### config.mk
export PLATFORM = sky130hd
export DESIGN_NAME = neuron_alu_sequencer
export DESIGN_NICKNAME = d
export VERILOG_FILES = /design/src/rtl/neuron_alu_sequencer.sv
export SDC_FILE = /design/constraint.sdc
export NUM_CORES = 1
export LEC_CHECK = 0
export CAP_MARGIN = 20
export CELL_PAD_IN_SITES_DETAIL_PLACEMENT = 0
export CELL_PAD_IN_SITES_GLOBAL_PLACEMENT = 1
export CORE_AREA = 5 5 165 167
export DETAILED_ROUTE_END_ITERATION = 12
export DIE_AREA = 0 0 170 172
export PLACE_DENSITY_LB_ADDON = 0.05
export SYNTH_ARGS = -nofsm -noshare
export SYNTH_HDL_FRONTEND = slang
export SYNTH_SLANG_ARGS = --single-unit
### constraint.sdc
create_clock -name clk -period 2.1 [get_ports clk]
set_input_delay 0.42 -clock clk [delete_from_list [all_inputs] [get_ports clk]]
set_output_delay 0.42 -clock clk [all_outputs]
set_load 0.01 [all_outputs]
### src/rtl/neuron_alu_sequencer.sv
// Neuron sequencer: drives one shared ALU through multiply, accumulate and
// ReLU steps for each (x,w) pair, then reports ReLU(acc) and the fire flag.
module neuron_alu_sequencer #(
   parameter int nBits = 32,
   parameter int CNT_W = 5
) (
   input  logic             clk,
   input  logic             reset_n,
   input  logic             start,
   input  logic [CNT_W-1:0] num_inputs,
   output logic             in_req,
   input  logic             in_valid,
   input  logic [nBits-1:0] x_in,
   input  logic [nBits-1:0] w_in,
   output logic [2:0]       ALU1Control,
   output logic [nBits-1:0] SrcA,
   output logic [nBits-1:0] SrcB,
   input  logic [nBits-1:0] ALUResult,
   output logic             busy,
   output logic             done,
   output logic [nBits-1:0] neuron_out,
   output logic             fire
);

   // state | meaning
   // IDLE  | waiting for start
   // FETCH | requesting next (x,w) pair
   // MUL   | ALU multiplies x_reg*w_reg into prod
   // ACC   | ALU adds prod into acc, one pair consumed
   // ACT   | ALU evaluates acc >= 0, result registered
   // DONE  | one-cycle done pulse
   typedef enum logic [2:0] {
      S_IDLE  = 3'd0,
      S_FETCH = 3'd1,
      S_MUL   = 3'd2,
      S_ACC   = 3'd3,
      S_ACT   = 3'd4,
      S_DONE  = 3'd5
   } state_t;

   localparam logic [2:0] OP_ADD  = 3'b000;
   localparam logic [2:0] OP_MUL  = 3'b001;
   localparam logic [2:0] OP_SNN  = 3'b010;
   localparam logic [2:0] OP_PASS = 3'b111;

   state_t           state, state_nxt;
   logic [nBits-1:0] acc, prod, x_reg, w_reg;
   logic [CNT_W-1:0] count;

   // state register
   always_ff @(posedge clk or negedge reset_n) begin
      if (!reset_n) state <= S_IDLE;
      else          state <= state_nxt;
   end

   // next-state decode
   always_comb begin
      state_nxt = state;
      case (state)
         S_IDLE:  if (start) state_nxt = (num_inputs != '0) ? S_FETCH : S_ACT;
         S_FETCH: if (in_valid) state_nxt = S_MUL;
         S_MUL:   state_nxt = S_ACC;
         S_ACC:   state_nxt = (count == CNT_W'(1)) ? S_ACT : S_FETCH;
         S_ACT:   state_nxt = S_DONE;
         S_DONE:  state_nxt = S_IDLE;
         default: state_nxt = S_IDLE;
      endcase
   end

   // ALU drive and handshake outputs, decoded from state and registers only
   always_comb begin
      ALU1Control = OP_PASS;
      SrcA        = acc;
      SrcB        = '0;
      in_req      = 1'b0;
      busy        = (state != S_IDLE);
      done        = (state == S_DONE);
      case (state)
         S_FETCH: in_req = 1'b1;
         S_MUL: begin
            ALU1Control = OP_MUL;
            SrcA        = x_reg;
            SrcB        = w_reg;
         end
         S_ACC: begin
            ALU1Control = OP_ADD;
            SrcB        = prod;
         end
         S_ACT:   ALU1Control = OP_SNN;
         default: ;
      endcase
   end

   // datapath registers; each state captures the ALU result it asked for
   always_ff @(posedge clk or negedge reset_n) begin
      if (!reset_n) begin
         acc        <= '0;
         prod       <= '0;
         x_reg      <= '0;
         w_reg      <= '0;
         count      <= '0;
         neuron_out <= '0;
         fire       <= 1'b0;
      end else begin
         case (state)
            S_IDLE: if (start) begin
               acc   <= '0;
               count <= num_inputs;
            end
            S_FETCH: if (in_valid) begin
               x_reg <= x_in;
               w_reg <= w_in;
            end
            S_MUL: prod <= ALUResult;
            S_ACC: begin
               acc   <= ALUResult;
               count <= count - CNT_W'(1);
            end
            S_ACT: begin
               fire       <= ALUResult[0];
               neuron_out <= ALUResult[0] ? acc : '0;
            end
            default: ;
         endcase
      end
   end

endmodule
==> metrics.cfg <==
[outcome]
status=complete, but fails checks
violations=setup timing

[clock_network]
cts_tree=done
clock-sinks=169
clk_pin_slew_ns=0.06
clock_path_buffers=2
cts_root_buf=clkbuf_16
worstSkewPairLatency_ns=0.43
htreeDepth=4
cts_made_buffers=17

[sta]
finClkSkew_ns=0.0149
min_period_over_period=1.06
period_needed_ns=2.23
max-slew-margin-rel=0.459
setup_viol=33
holdWs_ns=0.482
hold_viol=0
layout_setup_ws_ns=-0.128
slew_viol_final=0
tightest_slew_ns=0.812
final.setup.tns_ns=-2.77
rsz0062_at_grt=true
timing.fmax_ghz=0.449

[placed_design]
port-buffer-count=207
dpl.hpwl_um=15700
place_congestion=0.756
dp_cells=1109
dpl_cell_area_mm2=0.00999

[layout]
layoutNonFillerInstCount=1161
layout.area.seq_mm2=0.00423
n_antenna_cell=0
fin_area_mm2=0.0109
fin_util=0.427
drive_gt1_frac=0.350
nNetsFinal=921
fillers=2426
syn_to_final_growth_pct=46.0
multi_input_area_mm2=0.00317

[routing]
drcViolationCount=0
routedWlPerCell_um=20.2
viasPerCell=4.64
ant_nets=0
wirelength_um=23400
drt_iter0_markers=218
vias=5386
firstDrtPassIters=4

[worst_setup_path]
crit_chain=nand2b_4 -> nor2_4 -> buf_12 -> buf_12 -> mux2_4 -> buf_6
critical_path_required_ns=1.68
cp_max_fo=7
critPathLaunchType=flip-flop
critPathKind=flip-flop to output pin
cp_common_cell=buf_12
max_stage_delay_ns=0.38
crit_slowest_cell=dfrtp_1
cp_top_family=buffers and inverters
path_buf_inv=3
critical_path.endpoint_type=output pin
arrival_ns=1.81

[global_routing]
grt_pass1_vias=5832
grt_pass1_wl_um=35400
antenna_found_initial=1
grt_max_degree=57
overflow=0
track_usage=0.159

[die]
die_area_mm2=0.0292
die_h_um=172
core.rowCount=59
io_pins=208
fp.coreArea_mm2=0.0256
initial_core_util=0.292
die_x_um=170

[synthesis]
ys_ff_latch=169
synth-edff-count=0
synth_area_leader_cell=dfrtp_1
yosysTopAreaCellShare=0.565
syn_nets=694
syn-cell-area_mm2=0.00749
synth_warnings=0
synth.area.top_cells=dfrtp_1, mux2_2, mux2i_1
ys.flop_type=dfrtp_1
post_synth_inst_count=587
seq_area_frac_synth=0.565
synth.avg_cell_area_um2=12.8
synthArstFlopShare=1.00
synth.distinct_cells=45

[power]
leakagePower_nw=4.89
ir_drop_uv=583
p_per_area_mw_per_mm2=1620

[flow_run]
maxCapViolCount=0

[min_path]
holdCritPathClass=flip-flop to flip-flop

## placed cells by master (no fill, tap or decap), drive strengths merged, types with 2 or more instances in the layout
master,n
bufinv,3
inv,10
mux2,130
o21ai,32
nor3,3
clkinvlp,2
nand2,66
dlymetal6s2s,2
nor2,39
clkbuf,48
or3,3
or2,2
a22o,32
ha,2
nand2b,3
mux2i,35
o221a,2
buf,82
dfrtp,169
or3b,2
or4,2
o31ai,2
clkdlybuf4s50,135
## cells in the mapped netlist, types with 9 or more instances
cell type	number
mux2_1	9
clkbuf_1	13
nor2_1	37
o21ai_0	32
mux2i_1	35
nand2_1	66
a22o_1	32
buf_6	9
mux2_2	120
buf_2	21
dfrtp_1	169
## through the flow
stage / setup WS, ns / power [mW]
global route: -0.200 / 18.9
detailed placement: -0.109 / 13.8
finish: -0.128 / 17.7
CTS: -0.261 / 17.9
floorplan: 0.191 / 10.1
global placement: -0.106 / 13.7
## cell families (layout without fill, tap and decap cells)
logic type	Yosys count	after routing	share of synthesized area
and+or+nand+nor	129	130	0.0805
AOI/OAI and AO/OA	75	75	0.0722
muxes	165	165	0.243
adders and majority gates	2	2	0.00334
DFF	169	169	0.565
buffers and inverters	47	285	0.0366
## metal layers
layer | wire length, µm | GRT usage | vias up
li1 | - | - | 2545
met1 | 10800 | 0.213 | 2691
met2 | 11100 | 0.262 | 133
met3 | 1250 | 0.0400 | 15
met4 | 199 | 0.0375 | 2
met5 | 7 | 0 | -
## path summary, 6_finish.rpt
check | start | to | slack [ns] | depth (start not counted)
max | state[2] | SrcA[14] | -0.13 | 6
min reg2reg | neuron_out[23] | neuron_out[23] | 0.48 | 2
max reg2reg | state[2] | acc[12] | 0.08 | 7
max in group asynchronous | reset_n | neuron_out[18] | 0.82 | 3
min | neuron_out[23] | neuron_out[23] | 0.48 | 2
min in group asynchronous | reset_n | count[2] | 0.55 | 2
## power by group
group          switching, mW  total [mW]  internal (mW)
logic                   3.49        8.27           4.79
registers               1.13        6.04           4.91
clock network           1.44        3.37           1.94
total                   6.05        17.7           11.6
## area by class of cell
cell class,count,area share
inverters,3,0.00103
well taps,335,0.0383
repair buffers,251,0.228
clock inverters,13,0.0165
flip-flops and latches,169,0.387
clock buffers,18,0.0402
multi-input cells,372,0.290
## worst min-delay path, delay by kind of cell, from the launching register on
family           cells  cell delay (ns)
flip-flops           1             0.34
AO/OA/AOI/OAI        1             0.06
AND/OR/NAND/NOR      1             0.04
## timing repair
item / CTS / global route
endpoints found under the setup margin: 70 / 103
setup buffers: 14 / 4
pin swaps: 15 / 3
hold buffers: 1 / 0
resized for setup: 271 / 72
endpoints found under the hold margin: 42 / 0
cloned: 3 / 2
Power figures use the tool's default switching activity.
